### config.mk
export PLATFORM = sky130hd
export DESIGN_NAME = debounce_multi
export DESIGN_NICKNAME = d
export VERILOG_FILES = /design/src/rtl/debounce_multi.sv
export SDC_FILE = /design/constraint.sdc
export NUM_CORES = 1
export LEC_CHECK = 0
export BUFFER_PORTS_ARGS = -buffer_cell sky130_fd_sc_hd__buf_4
export CORE_MARGIN = 4
export CORE_UTILIZATION = 55
export DETAILED_ROUTE_END_ITERATION = 6
export GPL_ROUTABILITY_DRIVEN = 0
export PLACE_DENSITY = 0.7
export SLEW_MARGIN = 20
export SYNTH_ARGS = -nofsm -noshare
export SYNTH_HDL_FRONTEND = slang
export SYNTH_SLANG_ARGS = --single-unit
### constraint.sdc
create_clock -name clk -period 4.4 [get_ports clk]
set_input_delay 0.22 -clock clk [delete_from_list [all_inputs] [get_ports clk]]
set_output_delay 0.22 -clock clk [all_outputs]
set_load 0.1 [all_outputs]
### src/rtl/debounce_multi.sv
// -----------------------------------------------------------------------------
// debounce_multi
//
// Multi-channel button/switch conditioner. Each channel owns a 2-flop
// synchroniser, a debounce counter, a debounced level, one-cycle press /
// release pulses and a hold counter that produces a single long-press pulse
// per press. An optional shared tick slows every counter (but never the
// synchroniser), so long hold times fit in narrow counters.
//
// Parameters:
//   NUM_CH      number of independent channels
//   CNT_WIDTH   width of each debounce counter
//   DB_TICKS    ticks a new level must persist before it is accepted
//               (1 .. 2**CNT_WIDTH)
//   LONG_WIDTH  width of each hold counter
//   LONG_TICKS  ticks after a press at which long_press fires
//               (1 .. 2**LONG_WIDTH-1)
//   ACTIVE_LOW  1: raw inputs are inverted before synchronisation, so
//               "pressed" is always 1 internally and on the outputs
//
// Ports:
//   clk         system clock
//   rst_n       asynchronous active-low reset
//   tick        counter enable (tie high for per-clock counting)
//   noisy_btn   raw asynchronous inputs, one bit per channel
//   clean_btn   debounced logical level (1 = pressed)
//   press       one-cycle pulse on a clean 0->1 transition
//   released    one-cycle pulse on a clean 1->0 transition
//   long_press  one-cycle pulse once per press after LONG_TICKS held ticks
//
// All outputs are registered. press and released are set on the same edge
// that updates clean_btn, so they are high exactly in the first cycle the
// new clean level is visible.
// -----------------------------------------------------------------------------
module debounce_multi #(
  parameter int NUM_CH     = 4,
  parameter int CNT_WIDTH  = 16,
  parameter int DB_TICKS   = 50000,
  parameter int LONG_WIDTH = 8,
  parameter int LONG_TICKS = 200,
  parameter int ACTIVE_LOW = 0
) (
  input  logic              clk,
  input  logic              rst_n,
  input  logic              tick,
  input  logic [NUM_CH-1:0] noisy_btn,
  output logic [NUM_CH-1:0] clean_btn,
  output logic [NUM_CH-1:0] press,
  output logic [NUM_CH-1:0] released,
  output logic [NUM_CH-1:0] long_press
);

  // Terminal debounce count. DB_TICKS may equal 2**CNT_WIDTH, in which case
  // the terminal value is all ones and the counter still never wraps.
  localparam logic [CNT_WIDTH-1:0]  DB_LAST  = CNT_WIDTH'(DB_TICKS - 1);
  localparam logic [LONG_WIDTH-1:0] LONG_MAX = LONG_WIDTH'(LONG_TICKS);
  localparam logic                  INV      = (ACTIVE_LOW != 0);

  for (genvar i = 0; i < NUM_CH; i++) begin : g_ch
    logic                  sync1;
    logic                  sync2;
    logic                  clean;
    logic [CNT_WIDTH-1:0]  cnt;
    logic [LONG_WIDTH-1:0] hold;
    logic [LONG_WIDTH-1:0] hold_nxt;
    logic                  press_r;
    logic                  rel_r;
    logic                  long_r;
    logic                  qualified;
    logic                  rising;
    logic                  falling;
    logic                  raw_in;

    assign raw_in = noisy_btn[i] ^ INV;

    // The new level has persisted for DB_TICKS enabled ticks on this edge.
    assign qualified = (sync2 != clean) && tick && (cnt == DB_LAST);
    assign rising    = qualified &&  sync2;
    assign falling   = qualified && !sync2;

    // Hold counter: cleared while released and on the press edge itself,
    // then counts enabled ticks and saturates so long_press cannot repeat.
    always_comb begin
      hold_nxt = hold;
      if (!clean || rising) begin
        hold_nxt = '0;
      end else if (tick && (hold < LONG_MAX)) begin
        hold_nxt = hold + LONG_WIDTH'(1);
      end
    end

    always_ff @(posedge clk or negedge rst_n) begin
      if (!rst_n) begin
        // Synchroniser resets to logical 0 so an idle pin (either polarity)
        // produces no press at reset release.
        sync1   <= 1'b0;
        sync2   <= 1'b0;
        clean   <= 1'b0;
        cnt     <= '0;
        hold    <= '0;
        press_r <= 1'b0;
        rel_r   <= 1'b0;
        long_r  <= 1'b0;
      end else begin
        sync1 <= raw_in;
        sync2 <= sync1;

        // Any return to the current clean level restarts qualification,
        // independent of tick.
        if (sync2 == clean) begin
          cnt <= '0;
        end else if (tick) begin
          if (cnt == DB_LAST) begin
            cnt <= '0;
          end else begin
            cnt <= cnt + CNT_WIDTH'(1);
          end
        end

        if (qualified) begin
          clean <= sync2;
        end

        press_r <= rising;
        rel_r   <= falling;
        hold    <= hold_nxt;
        // Fires only on the edge where hold reaches LONG_TICKS.
        long_r  <= (hold != LONG_MAX) && (hold_nxt == LONG_MAX);
      end
    end

    assign clean_btn[i]  = clean;
    assign press[i]      = press_r;
    assign released[i]   = rel_r;
    assign long_press[i] = long_r;
  end

endmodule

# After elaboration in Yosys (flattened, before gate mapping)
# Index checks and enable logic that the tools add are counted.
[totals] wordCells=124 in_bits=7 reg_bits=120 output_inout_bits=16
[op_classes] eq_ne=20 n_addsub=8 magnitude_cmp=4 reduce_logical=40 mux=20
[op_table] operator="$mux W16" n=12
[op_table] operator="$add A16 B1 Y16 const B" n=4
[op_table] operator="$eq A16 B16 Y1 const B" n=4
[op_table] operator="$mux W8" n=8
[op_table] operator="$add A8 B1 Y8 const B" n=4
[op_table] operator="$eq A8 B8 Y1 const B" n=4
[op_table] operator="$lt A8 B8 Y1 const B" n=4
[op_table] operator="$ne A8 B8 Y1 const B" n=4
[op_table] operator="$logic_and A1 B1 Y1" n=24
[op_table] operator="$logic_not A1 Y1" n=8
[op_table] operator="$reduce_bool A2 Y1" n=4
[op_table] operator="$eq A1 B1 Y1" n=4
[op_table] operator="$logic_or A1 B1 Y1" n=4
[op_table] operator="$ne A1 B1 Y1" n=4

# Longest topological paths before layout
# Gate-level depths: netlist of the first run.
[depth] ltp_word=8 depth_mapped=7

# Worst setup path after synthesis of the first run
# OpenSTA, ideal clock, no wires.
[synth_path] path_kind="register to register" start="reg g_ch[2].cnt[4]" end="reg g_ch[2].clean" path_buffers=0 stages_incl_launch_ff=6 slack_ns=2.335 required_time_ns=4.272 arrival_time_ns=1.937 setup_ns=0.128 synth_period_minus_slack_ns=2.065 cell_sequence="dfrtp_1 or4b_4 nor4_4 inv_2 nor2_1 mux2_1"
[synth_via] elab_chain_cells=2
[synth_rtl] element="from (decl)" line="63" text="logic [CNT_WIDTH-1:0] cnt;"
[synth_rtl] element="from (signal assigned)" line="116" text="cnt <= cnt + CNT_WIDTH'(1);"
[synth_rtl] element="$eq A16 B16 Y1" line="77" text="assign qualified = (sync2 != clean) && tick && (cnt == DB_LAST);"
[synth_rtl] element="$logic_and A1 B1 Y1" line="77"
[synth_rtl] element="to (signal assigned)" line="121" text="clean <= sync2;"
[synth_rtl] element="to (decl)" line="62" text="logic clean;"
# Every way passes these cells.
# A chain may end at the register's enable or synchronous reset.

# Final worst setup path of the first run
[layout_path] start="reg g_ch[1].clean" end="reg g_ch[1].cnt[13]"
[layout_via] elab_chain_cells=2 word_cells_on_any_way=3 cone_classes="eq/ne (1); mux (1); reduce/logical (1)"
[layout_rtl] element="from (decl)" line="62"
[layout_rtl] element="from (signal assigned)" line="121"
[layout_rtl] element="$eq A1 B1 Y1 (*)" line="110" text="if (sync2 == clean) begin"
[layout_rtl] element="$mux W16 / $reduce_bool A2 Y1 (equally long branches)"
[layout_rtl] element="to (signal assigned)" line="116"
[layout_rtl] element="to (decl)" line="63"
# Every way passes the cells marked *; elsewhere a longest branch is shown, timed or not.

==> flow_summary_export.csv, run 1 <==
group,metric,value,unit
cells_and_area,multiInputGateArea,3184,sq um
die,start_util,56.73,%
sta,fin_worst_skew,0.008027,ns
setup_path,reg2reg_to,"g_ch[1].cnt[13]",
route,route.detailed.drc,0,
clocking,cts-root-buf,"clkbuf_16",
pwr,pwr-share-seq,44.3,%
pwr,p_leak,3.067,nW
clocking,cts.sinks,120,
logic_synthesis,ys.flop_type,"dfrtp_1",
sta,rsz0062_at_grt,"no",
sta,fmax,440.3,MHz
die,core,11520,sq um
setup_path,startpoint_type,"register",
setup_path,r2r_setup_slack,2.13,ns
cells_and_area,nFillCells,903,
sta,timing.final.crit_share,51.61,%
min_path,holdPathEnd,"g_ch[1].hold[1]",
min_path,hp-class,"primary input to register",
setup_path,path_class,"register to register",
setup_path,required,4.72,ns
logic_synthesis,ys_ff_latch,120,
route,topRoutingLayerUsed,"met4",
cells_and_area,drive_above_1_share,9.564,%
clocking,post_cts_buffers,0,
sta,slew_violations,0,
route,met1Wirelength,5.979,mm
sta,fin_tns_setup,0,ns
setup_path,critPathCaptureType,"register",
logic_synthesis,synth_edf_count,0,
pwr,vdd_drop_max,0.0003178,V
clocking,cts_hold_buf,5,
logic_synthesis,yosysSeqAreaShare,45.97,%
die,die_h,117.0,um
logic_synthesis,syn_avg_cell_area,9.413,sq um
setup_path,crit_arrival,2.59,ns
sta,setup_violations,0,
placement,place.detailed.hpwl,8.461,mm
pwr,power_frac_clock,46.3,%
grt,grt_max_degree,49,
sta,finalHoldViolations,0,
cells_and_area,final_common_cell,"dfrtp_1",
placement,numPortBuffers,22,
die,pin_count,23,
route,wl_met2,6.173,mm
route,dr.pass1.iters,5,
pwr,p_sw,653.7,uW
clocking,cts_tree,"yes",
min_path,worstHoldStart,"tick",
min_path,whs_path_depth,3,
sta,slew_headroom,38.40,%
pwr,sw_frac_of_total,23.97,%
pwr,combPwrFrac,9.4,%
cells_and_area,fin_nets,721,
logic_synthesis,yosysWarningCount,0,
route,via_per_inst,6.008,
route,routed_wl,12.92,mm
flow_run,drv_cap,0,
cells_and_area,areaGrowthSynthToFinish,11.03,%
clocking,cts_resized,0,
grt,gr-total-overflow,0,
logic_synthesis,syn-num-nets,713,
route,wl_per_cell,15.13,um
clocking,worstSkewPairLatency,0.41,ns
sta,min_period,2.271,ns
clocking,clk_pin_slew_worst_paths,0.05,ns
grt,grt_pass1_vias,4822,
route,via_count,5131,
cells_and_area,area.sequential,3003,sq um
setup_path,rr_worst_depth,5,
die,die_area,13690,sq um
logic_synthesis,async_reset_ff_share,100.0,%
pwr,internal_power,2.074,mW
logic_synthesis,syn-cell-area,6533,sq um
logic_synthesis,synth_cells,694,
cells_and_area,fin_util,62.98,%
clocking,htree_levels,4,
route,first_iter_violations,343,
die,row_count,39,
cells_and_area,layout_common_cells,"120 x dfrtp_1, 63 x nand2_1, 53 x nor2_1",
logic_synthesis,ys_types,67,
clocking,cts_buffers,17,
grt,grt_pass1_wl,22.67,mm
clocking,clockBufferDepth,2,
setup_path,cp_max_fo,14,
grt,grtUsageTotal,20.63,%
status,outcome,"complete, no violations",
grt,antenna_found_initial,0,
route,drtAntennaViolNets,0,
pwr,powerDensity,376.0,nW/um^2
cells_and_area,diodes,0,
die,die_w,117.0,um
route,route.met3.wl,566,um
setup_path,reg2reg_from,"g_ch[1].clean",
sta,worstMarginPinSlew,0.9205,ns
-- worst max-delay path by stage --
stage	startpoint	end	cells after the start
2_1_floorplan	g_ch[2].cnt[4]	g_ch[2].clean	5
3_3_place_gp	g_ch[2].cnt[4]	g_ch[2].clean	5
3_5_place_dp	g_ch[2].cnt[4]	g_ch[2].clean	5
4_1_cts	g_ch[1].clean	g_ch[1].cnt[7]	5
5_1_grt	g_ch[1].clean	g_ch[1].cnt[13]	5
6_report	g_ch[1].clean	g_ch[1].cnt[13]	5
-- layout make-up --
class	instances	area share (%)
inverter	30	1.553
clock inverter	4	0.6210
timing repair buffer	30	3.278
multi-input combinational	503	43.90
tap	143	2.467
sequential	120	41.40
clock buffer	24	6.779
-- sequential cells by signal, summed over array words and instances (netlist names) --
register,cells
g_ch.hold,32
g_ch.sync2,4
g_ch.clean,4
g_ch.press_r,4
g_ch.cnt,64
g_ch.long_r,4
g_ch.rel_r,4
g_ch.sync1,4
-- synth_stat cells (6+ instances only) --
cell	count	area, sq um
a31oi_1	12	75.07
nand4_1	28	175.2
nor3_1	28	140.1
and3_1	6	37.54
and2_1	13	81.33
xor2_1	14	122.6
xnor2_1	22	192.7
a22o_1	12	105.1
or3_1	8	50.05
nor4_1	8	50.05
inv_1	28	105.1
nand2_1	63	236.5
nand2b_1	7	43.79
ha_1	12	150.1
o21a_1	6	45.04
buf_4	18	135.1
nand3_1	34	170.2
a21oi_1	29	145.1
dfrtp_1	120	3003
nor2_1	53	198.9
nor2b_1	7	43.79
mux2i_1	12	120.1
clkbuf_1	17	63.81
o21ai_0	44	220.2
-- metrics by stage --
stage / setup WS, ns / area, sq um / total power, mW / hold slack (ns) / instances
4_1_cts: 2.148 / 7253 / 2.756 / 0.2799 / 854
6_report: 2.129 / 7253 / 2.727 / 0.2971 / 854
2_1_floorplan: 2.335 / 6533 / 1.404 / -0.07559 / 694
3_3_place_gp: 2.239 / 6666 / 1.465 / 0.2269 / 821
3_5_place_dp: 2.162 / 6666 / 1.479 / 0.2366 / 821
5_1_grt: 1.895 / 7253 / 2.853 / 0.3229 / 854
-- power by group through the flow --
stage | registers [mW] | clock network [mW] | logic (mW)
final | 1.21 | 1.26 | 0.257
after global routing | 1.22 | 1.34 | 0.293
after CTS | 1.21 | 1.29 | 0.260
after detailed placement | 1.22 | 0 | 0.255
after global placement | 1.22 | 0 | 0.243
after floorplan | 1.21 | 0 | 0.192
-- kinds of logic after synthesis --
family / count (synthesis) / share of synthesized area, %
xor gates and xnor gates: 36 / 4.827
buffers and inverters: 71 / 5.286
and+or+nand+nor: 299 / 25.36
adders and majority gates: 12 / 2.298
muxes: 17 / 2.701
AOI/OAI and AO/OA: 139 / 13.56
DFF: 120 / 45.97
-- layer usage --
layer | track usage [%] | vias to the layer above
met3 | 4.884 | 15
met5 | 0 | -
li1 | - | 2513
met1 | 27.61 | 2486
met4 | 7.875 | 0
met2 | 32.76 | 117
-- worst max-delay path, cell delays in order (launching register included) --
cell	delay, ns
dfrtp_1	0.58
xnor2_1	0.23
nand2b_1	0.28
nor2_1	0.72
nand3_1	0.15
o21ai_0	0.22
(Power assumes the default switching activity.)
==> run 2: changes to the inputs <==
PLACE_DENSITY = 0.73   (was 0.7)
clock period = 2 ns   (was 4.4 ns; I/O delays follow)
==> run 2 against run 1 <==
- final area grew 7.0%
- total power grew 130%
- clock power grew 150%
- worst hold slack lost 0.18 ns
- register-to-register slack lost 2.1 ns
- final cell count grew 6.2%
- sequential share of layout area shrank 2.6 points
- non-clock buffer count grew 49
- combinational power grew 140%
- die area is the same
- flip-flop and latch count is the same
- clock skew shrank 0.0014 ns
==> flow_summary_export.csv, run 2 (synthesized netlist as in run 1, its figures left out) <==
group,metric,value,unit
cells_and_area,diodes,0,
sta,fin_worst_skew,0.006675,ns
clocking,cts.sinks,120,
route,dr.pass1.iters,5,
cells_and_area,areaGrowthSynthToFinish,18.77,%
clocking,cts_tree,"yes",
cells_and_area,drive_above_1_share,17.02,%
cells_and_area,layout_common_cells,"117 x dfrtp_1, 70 x buf_4, 63 x nand2_1",
die,core,11520,sq um
cells_and_area,largest_reg_flops,64,
setup_path,cp_max_fo,23,
placement,place.detailed.hpwl,9.405,mm
die,die_area,13690,sq um
pwr,pwr-share-seq,41.6,%
die,pin_count,23,
cells_and_area,regMostFlops,"g_ch.cnt",
sta,min_period,1.924,ns
route,drtAntennaViolNets,0,
pwr,vdd_drop_max,0.0005841,V
min_path,hp-class,"primary input to register",
setup_path,critPathCaptureType,"register",
grt,grtUsageTotal,21.70,%
setup_path,crit_arrival,2.23,ns
grt,gr-total-overflow,0,
grt,grt_max_degree,35,
route,route.detailed.drc,0,
sta,whs,0.1154,ns
grt,grt_pass1_wl,23.74,mm
clocking,clockBufferDepth,2,
sta,slew_violations,0,
grt,grt_pass1_vias,5214,
route,via_count,5338,
cells_and_area,fin_util,67.37,%
pwr,internal_power,4.892,mW
cells_and_area,fin_nets,770,
pwr,p_leak,3.374,nW
die,start_util,56.73,%
grt,antenna_found_initial,0,
pwr,power_frac_clock,49.0,%
sta,rsz0062_at_grt,"yes",
placement,dp_cells,868,
die,die_w,117.0,um
clocking,worstSkewPairLatency,0.42,ns
cells_and_area,largest_registers,"g_ch.cnt (64), g_ch.hold (32)",
pwr,sw_frac_of_total,23.52,%
route,wl_per_cell,15.04,um
clocking,clk_pin_slew_worst_paths,0.05,ns
sta,finalHoldViolations,0,
sta,worstMarginPinSlew,0.8525,ns
clocking,cts-root-buf,"clkbuf_16",
pwr,p_sw,1.505,mW
sta,slew_headroom,42.96,%
route,via_per_inst,5.885,
pwr,powerDensity,824.5,nW/um^2
cells_and_area,stdcell_count,907,
setup_path,startpoint_type,"register",
die,row_count,39,
die,die_h,117.0,um
clocking,htree_levels,4,
setup_path,required,2.30,ns
sta,setup_violations,0,
cells_and_area,final_common_cell,"dfrtp_1",
cells_and_area,nFillCells,908,
setup_path,path_class,"register to register",
route,routed_wl,13.64,mm
pwr,combPwrFrac,9.5,%
sta,fmax,519.7,MHz
clocking,cts_buffers,17,
route,first_iter_violations,324,
status,outcome,"complete, no violations",
flow_run,drv_cap,0,
placement,numPortBuffers,22,
sta,timing.final.crit_share,96.21,%
pwr,power,6.397,mW
## run 2: final timing paths
kind	from	endpoint	slack (ns)	cells past startpoint
max	g_ch[0].cnt[13]	g_ch[0].cnt[5]	0.08	6
min	tick	g_ch[1].hold[1]	0.12	3
max reg2reg	g_ch[0].cnt[13]	g_ch[0].cnt[5]	0.08	6
min reg2reg	g_ch[0].sync1	g_ch[0].sync2	0.35	0
max in group asynchronous	rst_n	g_ch[3].hold[0]	1.15	3
min in group asynchronous	rst_n	g_ch[0].sync2	0.17	2
## run 2: cell type report
class                           count  area (sq um)  share of cell area, %
Multi-Input combinational cell    503          3209                  41.36
Tap cell                          143         178.9                  2.306
Clock buffer                       22         454.2                  5.854
Clock inverter                     10         150.1                  1.935
Timing Repair Buffer               79         646.9                  8.337
Inverter                           30         112.6                  1.451
Sequential cell                   120          3007                  38.75
## run 2: metrics by stage
stage / setup slack, ns / area (sq um) / TNS [ns]
2_1_floorplan: -0.01031 / 6539 / -0.01031
5_1_grt: -0.03220 / 7759 / -0.07421
6_report: 0.07580 / 7759 / 0
4_1_cts: 0.01345 / 7717 / 0
3_3_place_gp: 0.1033 / 7063 / 0
3_5_place_dp: 0.03869 / 7063 / 0
## run 2: metal layers
layer | part of all wire, % | vias up | global-route usage (%) | wire length [um]
li1 | - | 2617 | - | -
met1 | 45 | 2584 | 27.29 | 6197
met2 | 49 | 119 | 36.14 | 6714
met3 | 4.1 | 18 | 5.501 | 563
met4 | 1.2 | 0 | 8.333 | 165
met5 | 0 | - | 0 | 0
## run 2: critical path, stage by stage (launching register included)
cell     delay (ns)
dfrtp_1        0.41
or3_1          0.40
nor4_2         0.30
nor2_1         0.14
buf_12         0.18
a21o_1         0.16
a22o_1         0.22
## run 2: what timing repair did
item / CTS / global route
endpoints found under the setup margin: 0 / 26
hold endpoints to repair: 93 / 0
gates resized for setup: 0 / 11
hold buffers: 5 / 0
buffers inserted: 0 / 2
## run 2: power groups by stage
stage / clock [mW] / sequential, mW / combinational [mW]
4_1_cts: 3.19 / 2.65 / 0.602
2_1_floorplan: 0 / 2.67 / 0.423
3_5_place_dp: 0 / 2.69 / 0.590
5_1_grt: 3.32 / 2.68 / 0.690
3_3_place_gp: 0 / 2.69 / 0.568
6_report: 3.13 / 2.66 / 0.605
